## src/rtl/fpga_top_calc_pkg.sv

```systemverilog
// rtl/fpga_top_calc_pkg.sv - shared op encodings and seven-segment font for the calculator demo
package fpga_top_calc_pkg;

    localparam logic [2:0] OP_PASS_A = 3'd0;
    localparam logic [2:0] OP_PASS_B = 3'd1;
    localparam logic [2:0] OP_ADD    = 3'd2;
    localparam logic [2:0] OP_SUB    = 3'd3;
    localparam logic [2:0] OP_AND    = 3'd4;
    localparam logic [2:0] OP_OR     = 3'd5;
    localparam logic [2:0] OP_XOR    = 3'd6;
    localparam logic [2:0] OP_SHL    = 3'd7;

    localparam logic [7:0] SEG_BLANK = 8'hFF;
    localparam logic [7:0] SEG_ZERO  = 8'hC0;
    localparam logic [7:0] SEG_ONE   = 8'hF9;

    // Active-low {dp,g,f,e,d,c,b,a}; dp is always dark.
    function automatic logic [7:0] hex_to_seg(input logic [3:0] nib);
        logic [7:0] seg;
        case (nib)
            4'h0: seg = 8'hC0;
            4'h1: seg = 8'hF9;
            4'h2: seg = 8'hA4;
            4'h3: seg = 8'hB0;
            4'h4: seg = 8'h99;
            4'h5: seg = 8'h92;
            4'h6: seg = 8'h82;
            4'h7: seg = 8'hF8;
            4'h8: seg = 8'h80;
            4'h9: seg = 8'h90;
            4'hA: seg = 8'h88;
            4'hB: seg = 8'h83;
            4'hC: seg = 8'hC6;
            4'hD: seg = 8'hA1;
            4'hE: seg = 8'h86;
            4'hF: seg = 8'h8E;
            default: seg = SEG_BLANK;
        endcase
        return seg;
    endfunction

endpackage

```

## src/rtl/fpga_top_calc_seg_scan.sv

```systemverilog
// rtl/fpga_top_calc_seg_scan.sv - shared digit scan driving the low and high half-word displays
module fpga_top_calc_seg_scan
    import fpga_top_calc_pkg::*;
#(
    parameter int SCAN_DIV = 4096
) (
    input  logic        clk,
    input  logic        rst,
    input  logic [31:0] data,
    output logic [7:0]  seg_lo,
    output logic [7:0]  seg_hi,
    output logic [3:0]  sel
);

    localparam int CW = (SCAN_DIV > 1) ? $clog2(SCAN_DIV) : 1;
    localparam logic [CW-1:0] CNT_MAX = CW'(SCAN_DIV - 1);

    logic [CW-1:0] cnt;
    logic [3:0]    nib_lo;
    logic [3:0]    nib_hi;

    always_ff @(posedge clk or posedge rst) begin
        if (rst) begin
            cnt <= '0;
            sel <= 4'b0001;
        end else if (cnt == CNT_MAX) begin
            cnt <= '0;
            sel <= {sel[2:0], sel[3]};
        end else begin
            cnt <= cnt + 1'b1;
        end
    end

    // Both halves share the select, so digit k of each tube shows nibble k of its half-word.
    always_comb begin
        nib_lo = 4'h0;
        nib_hi = 4'h0;
        for (int k = 0; k < 4; k++) begin
            if (sel[k]) begin
                nib_lo = data[4*k +: 4];
                nib_hi = data[16 + 4*k +: 4];
            end
        end
    end

    assign seg_lo = hex_to_seg(nib_lo);
    assign seg_hi = hex_to_seg(nib_hi);

endmodule

```

## src/rtl/fpga_top_calc.sv

```systemverilog
// rtl/fpga_top_calc.sv - board top: DIP-switch operands, key-selected ALU, LED and tube output
module fpga_top_calc
    import fpga_top_calc_pkg::*;
#(
    parameter int SCAN_DIV = 4096
) (
    input  logic       clk_in,
    input  logic       sys_rstn,
    input  logic [7:0] dip_switch0,
    input  logic [7:0] dip_switch1,
    input  logic [7:0] dip_switch2,
    input  logic [7:0] dip_switch3,
    input  logic [7:0] dip_switch4,
    input  logic [7:0] dip_switch5,
    input  logic [7:0] dip_switch6,
    input  logic [7:0] dip_switch7,
    input  logic [7:0] user_key,
    output logic [31:0] led_light,
    output logic [7:0] digital_tube0,
    output logic [3:0] digital_tube_sel0,
    output logic [7:0] digital_tube1,
    output logic [3:0] digital_tube_sel1,
    output logic [7:0] digital_tube2,
    output logic       digital_tube_sel2,
    input  logic       uart_rxd,
    output logic       uart_txd
);

    logic [31:0] a_r;
    logic [31:0] b_r;
    logic [7:0]  key_r;
    logic [31:0] result;
    logic        flag;
    logic [2:0]  op;
    logic [31:0] alu_res;
    logic        alu_flag;
    logic [32:0] sum;
    logic [3:0]  scan_sel;
    logic        unused_rxd;

    always_ff @(posedge clk_in or posedge sys_rstn) begin
        if (sys_rstn) begin
            a_r   <= '0;
            b_r   <= '0;
            key_r <= '0;
        end else begin
            a_r   <= ~{dip_switch3, dip_switch2, dip_switch1, dip_switch0};
            b_r   <= ~{dip_switch7, dip_switch6, dip_switch5, dip_switch4};
            key_r <= ~user_key;
        end
    end

    // Descending scan so the lowest pressed key is the one left standing.
    always_comb begin
        op = OP_PASS_A;
        for (int i = 7; i >= 0; i--) begin
            if (key_r[i]) op = 3'(i);
        end
    end

    assign sum = {1'b0, a_r} + {1'b0, b_r};

    always_comb begin
        alu_res  = '0;
        alu_flag = 1'b0;
        case (op)
            OP_PASS_A: alu_res = a_r;
            OP_PASS_B: alu_res = b_r;
            OP_ADD: begin
                alu_res  = sum[31:0];
                alu_flag = sum[32];
            end
            OP_SUB: begin
                alu_res  = a_r - b_r;
                alu_flag = (a_r < b_r);
            end
            OP_AND:    alu_res = a_r & b_r;
            OP_OR:     alu_res = a_r | b_r;
            OP_XOR:    alu_res = a_r ^ b_r;
            OP_SHL:    alu_res = a_r << b_r[4:0];
            default:   alu_res = '0;
        endcase
    end

    always_ff @(posedge clk_in or posedge sys_rstn) begin
        if (sys_rstn) begin
            result <= '0;
            flag   <= 1'b0;
        end else if (|key_r) begin
            result <= alu_res;
            flag   <= alu_flag;
        end
    end

    fpga_top_calc_seg_scan #(
        .SCAN_DIV (SCAN_DIV)
    ) u_seg_scan (
        .clk    (clk_in),
        .rst    (sys_rstn),
        .data   (result),
        .seg_lo (digital_tube0),
        .seg_hi (digital_tube1),
        .sel    (scan_sel)
    );

    assign led_light         = ~result;
    assign digital_tube_sel0 = scan_sel;
    assign digital_tube_sel1 = scan_sel;
    assign digital_tube2     = flag ? SEG_ONE : SEG_ZERO;
    assign digital_tube_sel2 = 1'b1;
    assign uart_txd          = 1'b1;
    assign unused_rxd        = uart_rxd;

endmodule

```

## config.mk

```make
export PLATFORM = sky130hd
export DESIGN_NAME = fpga_top_calc
export DESIGN_NICKNAME = d
export VERILOG_FILES = /design/src/rtl/fpga_top_calc_pkg.sv /design/src/rtl/fpga_top_calc_seg_scan.sv /design/src/rtl/fpga_top_calc.sv
export SDC_FILE = /design/constraint.sdc
export NUM_CORES = 1
export LEC_CHECK = 0
export BUFFER_PORTS_ARGS = -buffer_cell sky130_fd_sc_hd__buf_2
export CORE_MARGIN = 1
export CORE_UTILIZATION = 60
export CTS_BUF_LIST = sky130_fd_sc_hd__clkbuf_4 sky130_fd_sc_hd__clkbuf_8 sky130_fd_sc_hd__clkbuf_16
export CTS_CLUSTER_SIZE = 25
export DETAILED_ROUTE_END_ITERATION = 6
export PLACE_DENSITY = 0.82
export SETUP_SLACK_MARGIN = 0.4
export SKIP_CTS_REPAIR_TIMING = 1
export SLEW_MARGIN = 5
export SYNTH_ARGS = -nofsm -noshare
export SYNTH_HDL_FRONTEND = slang
export SYNTH_SLANG_ARGS = --single-unit
```

## constraint.sdc

```tcl
create_clock -name clk_in -period 5.01 [get_ports clk_in]
set_clock_uncertainty 0.05 [all_clocks]
set_input_delay 0.7515 -clock clk_in [delete_from_list [all_inputs] [get_ports clk_in]]
set_output_delay 0.7515 -clock clk_in [all_outputs]
set_load 0.02 [all_outputs]
```

==> results of run 1 <==
[cell usage after synthesis, drive strengths merged, types with 5 or more instances]
master,number,area [µm²]
a2111oi,6,52.6
a211oi,33,265
a21o,11,82.6
a21oi,133,677
a221oi,22,228
a22o,7,61.3
a22oi,5,37.5
a31oi,15,100
a41oi,5,43.8
and2,9,56.3
and3,14,87.6
buf,49,295
clkbuf,57,218
dfrtp,120,3000
ha,119,1490
inv,204,766
mux2,11,124
mux2i,21,210
mux4,36,811
nand2,111,417
nand2b,8,57.6
nand3,31,160
nand4,6,37.5
nor2,132,508
nor2b,17,106
nor3,35,175
nor4,10,75.1
o2111ai,8,70.1
o211ai,32,240
o21a,7,52.6
o21ai,113,566
o21bai,10,75.1
o221ai,7,61.3
o22ai,17,106
o311ai,7,78.8
o31ai,19,148
or3,5,31.3
xnor2,11,96.3
xor2,6,52.6
[state kept, by name, summed over array words and instances, names as in the netlist]
signal / count
b_r: 32
u_seg_scan.sel: 4
a_r: 32
key_r: 8
u_seg_scan.cnt: 12
result: 32
flag: 1
[where the power goes]
part	switching (mW)	internal, mW	total [mW]
Clock	0.559	0.755	1.31
Combinational	0.702	0.383	1.08
Sequential	0.102	1.05	1.15
Total	1.36	2.18	3.55
[cells by family after synthesis]
logic type | count (synthesis) | synth area share [%]
adder cells (fa/ha/maj) | 121 | 12.4
XOR/XNOR | 17 | 1.21
flip-flops | 121 | 24.5
AND/OR/NAND/NOR | 395 | 15.0
AO/OA/AOI/OAI | 498 | 27.1
buffers and inverters | 312 | 10.4
multiplexers | 68 | 9.27
other | 2 | 0.0608
[final timing paths]
check                                  start           endpoint  slack, ns  cells past startpoint
setup reg to reg                     a_r[11]         result[26]       0.92                     11
max in group asynchronous           sys_rstn             b_r[1]       3.46                      3
hold reg to reg            u_seg_scan.cnt[8]  u_seg_scan.cnt[8]       0.42                      1
setup / recovery                     a_r[11]         result[26]       0.92                     11
hold / removal                      sys_rstn            b_r[12]       0.38                      2
min in group clk_in           dip_switch6[4]            b_r[20]       0.39                      2
[stage by stage]
stage / setup slack, ns / hold WS [ns] / std cells / cell area (µm²)
global route: 0.804 / 0.391 / 1897 / 13700
finish: 0.920 / 0.377 / 1897 / 13700
floorplan: 0.996 / 0.389 / 1540 / 12400
detailed placement: 1.16 / 0.412 / 1865 / 13100
CTS: 1.13 / 0.385 / 1897 / 13700
global placement: 1.10 / 0.403 / 1865 / 13100
[critical path: stages, from the launching register on]
cell and delay [ns]:
dfrtp_1 0.68, inv_1 0.09, ha_1 0.30, buf_4 0.19, nor3_1 0.55, nand3_1 0.22, a21oi_4 0.20, o311ai_4 0.17
a211oi_4 0.37, o21ai_0 0.14, a2111oi_0 0.74, a221oi_1 0.19
[per-layer routing]
metal,routed length [µm],vias up,track usage [%]
met5,0,-,0
met4,1890,0,18.2
met3,6530,150,14.8
met2,19200,946,63.9
met1,17600,5927,57.4
li1,-,5630,-
[area by class of cell]
type / count / area (µm²) / share of cell area, %
multi-input cells: 1107 / 8060 / 58.9
flip-flops and latches: 121 / 3030 / 22.1
repair buffers: 161 / 881 / 6.43
inverters: 206 / 776 / 5.67
clock buffers: 17 / 425 / 3.11
well taps: 270 / 338 / 2.47
clock inverters: 15 / 183 / 1.33
==> impl_metrics.toml, run 1 <==
[timing]
hold_viol = 0
totalNegativeSetupSlack_ns = 0
setup_violations = 0
period_share_pct = 81.6
rsz0062_at_grt = "false"
slew_viol_final = 0
max_freq_ghz = 0.245
relSlewSlack_pct = 19.1
fin_crit_ns = 4.09
tightestPinTransition_ns = 1.21

[job]
timing.max_cap.violations = 0

[clocking]
clk_latency_ns = 0.44
clock-sinks = 121
htree_levels = 4
cts_root_buffer = "clkbuf_16"
numCtsBuffers = 17
ctsLongestPathBuffers = 2
cts.clk_slew.worst_paths_ns = 0.07
cts_tree = "built"

[floorplanning]
die_w_um = 145
die-area_um2 = 21200
die_h_um = 145
start_util_pct = 61.0
core-area_um2 = 20200
ios = 141
rows = 52

[global_routing]
first_global_vias = 12100
antenna_found_initial = 3
grt_pass1_wl_um = 69300
track_usage_pct = 43.1
gr-total-overflow = 0
grt_max_degree = 54

[outcome]
status = "finished clean"

[cells_and_area]
layout_commonest_cell = "inv_1"
layout_common_cells = "inv_1 (203), a21oi_1 (132), buf_2 (131), nor2_1 (127)"
layout-drive-gt1-share_pct = 16.7
areaGrowthSynthToFinish_pct = 10.9
diodes = 0
post-route-util_pct = 67.7
layout.nets = 1810
fillerInstances = 1707

[place]
io_buffers = 131
gp_congestion = 1.03
dp_hpwl_um = 33100

[logic_synthesis]
netlist_instances = 1534
postSynthAreaPerCell_um2 = 8.05
syn_area_um2 = 12300
synth-edff-count = 0
yosys_warnings = 0
ys.flop_type = "dfrtp_1"
ys_seq_elements = 121
ys_types = 89
seq_area_frac_synth_pct = 24.5
async_reset_ff_share_pct = 100

[pwr]
ir_drop_uv = 231
power_density_nw_per_um2 = 259
p_leak_nw = 6.52
power.total_mw = 3.55

[worst_setup_path]
critPathKind = "flip-flop to flip-flop"
crit_required_ns = 5.23
startpoint_type = "flip-flop"
arrival_ns = 4.31
critPathMaxFanout = 15
endpoint_kind = "flip-flop"

[min_path]
min_path_type = "input pin to asynchronous set/reset pin"

[detailed_routing]
vias_per_cell = 6.67
ant_nets = 0
wl_per_cell_um = 23.8
first_pass_iters = 5
drt_iter0_markers = 1476
drc_errors = 0
vias = 12700
wl_um = 45200
(Power assumes the default switching activity.)
==> run 2, diff against run 1 <==
clock period = 3.91 ns   (was 5.01 ns; I/O delays follow)
==> run 2 against run 1 <==
Effect of this change:
- sequential cell count unchanged
- count of clock-buffer cells in the layout rose by 2
- global-route usage shrank 0.18 points
- first-iteration DRC count is 25% higher
- die area is the same
- register-to-register slack got worse by 0.45 ns
- utilization is 2.1 points higher
- sequential power is 25% higher
- cell area increased by 3.1%
- sequential share of layout area decreased by 0.63 points
- routed wire length decreased by 0.26%
- via count is 2.4% higher
==> impl_metrics.toml, run 2 (synthesis gave the netlist of run 1 again) <==
[pwr]
ir_drop_uv = 318
power_density_nw_per_um2 = 323
p_leak_nw = 6.75

[cells_and_area]
fin_area_um2 = 14100
layout_common_cells = "inv_1 (203), buf_2 (131), nor2_1 (128), a21oi_1 (125), ha_1 (116)"
reg.largest.list = "a_r: 32 flops, b_r: 32 flops, result: 32 flops"
post-route-util_pct = 69.8
fillerInstances = 1592
areaGrowthSynthToFinish_pct = 14.4
layout_commonest_cell = "inv_1"
layout.nets = 1859
layout-drive-gt1-share_pct = 20.3
diodes = 0

[global_routing]
track_usage_pct = 42.9
grt_max_degree = 67
antenna_found_initial = 2
first_global_vias = 11800
gr-total-overflow = 0
grt_pass1_wl_um = 68800

[min_path]
hold_start = "user_key[1]"
min_path_type = "input pin to flip-flop"

[timing]
setup_violations = 0
tightestPinTransition_ns = 0.906
relSlewSlack_pct = 39.0
rsz0062_at_grt = "true"
totalNegativeSetupSlack_ns = 0
fin_crit_ns = 3.44
slew_viol_final = 0
max_freq_ghz = 0.291
period_share_pct = 88.0
hold_viol = 0

[worst_setup_path]
arrival_ns = 3.74
crit_required_ns = 4.21
critPathKind = "flip-flop to flip-flop"
critPathMostFrequentCell = "inv_1"
timing.rr.start = "a_r[0]"
path_cells = "inv_1 -> ha_1 -> inv_1 -> fa_1 -> nand2b_4 -> a2111o_1 -> a21oi_4 -> o311ai_4 -> a21oi_1 -> a41oi_1 -> a2bb2oi_1 -> mux2_2 -> o22ai_1"
critPathMaxFanout = 7
worstSetupStartpoint = "a_r[0]"
max_stage_delay_ns = 0.49
startpoint_type = "flip-flop"
cpMaxStageDelayCell = "a2111o_1"
endpoint_kind = "flip-flop"

[detailed_routing]
topRoutingLayerUsed = "met5"
ant_nets = 0
first_pass_iters = 6
wl_met3_um = 7100
vias_per_cell = 6.66
wl_per_cell_um = 23.1
wl_met1_um = 17600
wl_um = 45000
drc_errors = 0
wl_met2_um = 18400
drt_iter0_markers = 1851
vias = 13000

[floorplanning]
die_w_um = 145
die_h_um = 145
rows = 52
ios = 141
die-area_um2 = 21200
core-area_um2 = 20200
start_util_pct = 61.0

[clocking]
cts_tree = "built"
htree_levels = 4
cts_root_buffer = "clkbuf_16"
clk_latency_ns = 0.44
clock-sinks = 121
ctsLongestPathBuffers = 2
cts.clk_slew.worst_paths_ns = 0.07
numCtsBuffers = 17

[outcome]
status = "finished clean"

[place]
io_buffers = 131
dpl-instance-area_um2 = 13400
dp_hpwl_um = 34000
gp_congestion = 1.05

[job]
timing.max_cap.violations = 0
[run 2: cell types whose count changed in the layout (fill, tap and decap cells not counted), sizes merged]
cell	change
clkbuf	+2
clkinvlp	+2
clkinv	+3
inv	-7
buf	+49
[run 2: path summary, 6_finish.rpt]
| check | to | slack (ns) | cells after the start |
|---|---|---|---|
| max | result[30] | 0.47 | 13 |
| min in group asynchronous | u_seg_scan.cnt[2] | 0.33 | 3 |
| max in group asynchronous | b_r[1] | 2.88 | 3 |
| min reg2reg | u_seg_scan.cnt[8] | 0.42 | 1 |
| min | key_r[1] | 0.22 | 2 |
| max reg2reg | result[30] | 0.47 | 13 |
[run 2: critical path, delay by kind of cell (launching register included)]
kind | cells | cell delay [ns]
AOI/OAI and AO/OA | 7 | 1.80
adders and majority gates | 2 | 0.50
buffers and inverters | 2 | 0.19
DFF | 1 | 0.47
muxes | 1 | 0.27
and+or+nand+nor | 1 | 0.07
[run 2: power by group]
group          switching, mW  leakage [nW]  internal (mW)
Clock                  0.678         0.287          0.968
Sequential            0.0932          1.42           1.34
Combinational          0.946          5.04          0.533
[run 2: through the flow]
step	power [mW]	setup WS (ns)	cells	hold WS, ns
finish	4.56	0.469	1946	0.221
global route	4.71	0.303	1946	0.232
CTS	4.48	0.289	1946	0.228
detailed placement	2.85	0.308	1914	0.415
global placement	2.83	0.306	1914	0.406
floorplan	2.37	0.415	1540	0.389
[run 2: cell type report]
cell class | count | area [µm²] | area share [%]
multi-input cells | 1107 | 8130 | 57.6
flip-flops and latches | 121 | 3040 | 21.5
repair buffers | 210 | 1250 | 8.84
inverters | 206 | 777 | 5.50
clock buffers | 19 | 447 | 3.16
well taps | 270 | 338 | 2.39
clock inverters | 13 | 146 | 1.04
[run 2: metal layers]
metal | up-vias | GRT usage, %
met5 | - | 0
met4 | 4 | 17.7
met2 | 1014 | 61.4
met1 | 6055 | 59.1
li1 | 5732 | -
met3 | 157 | 14.9
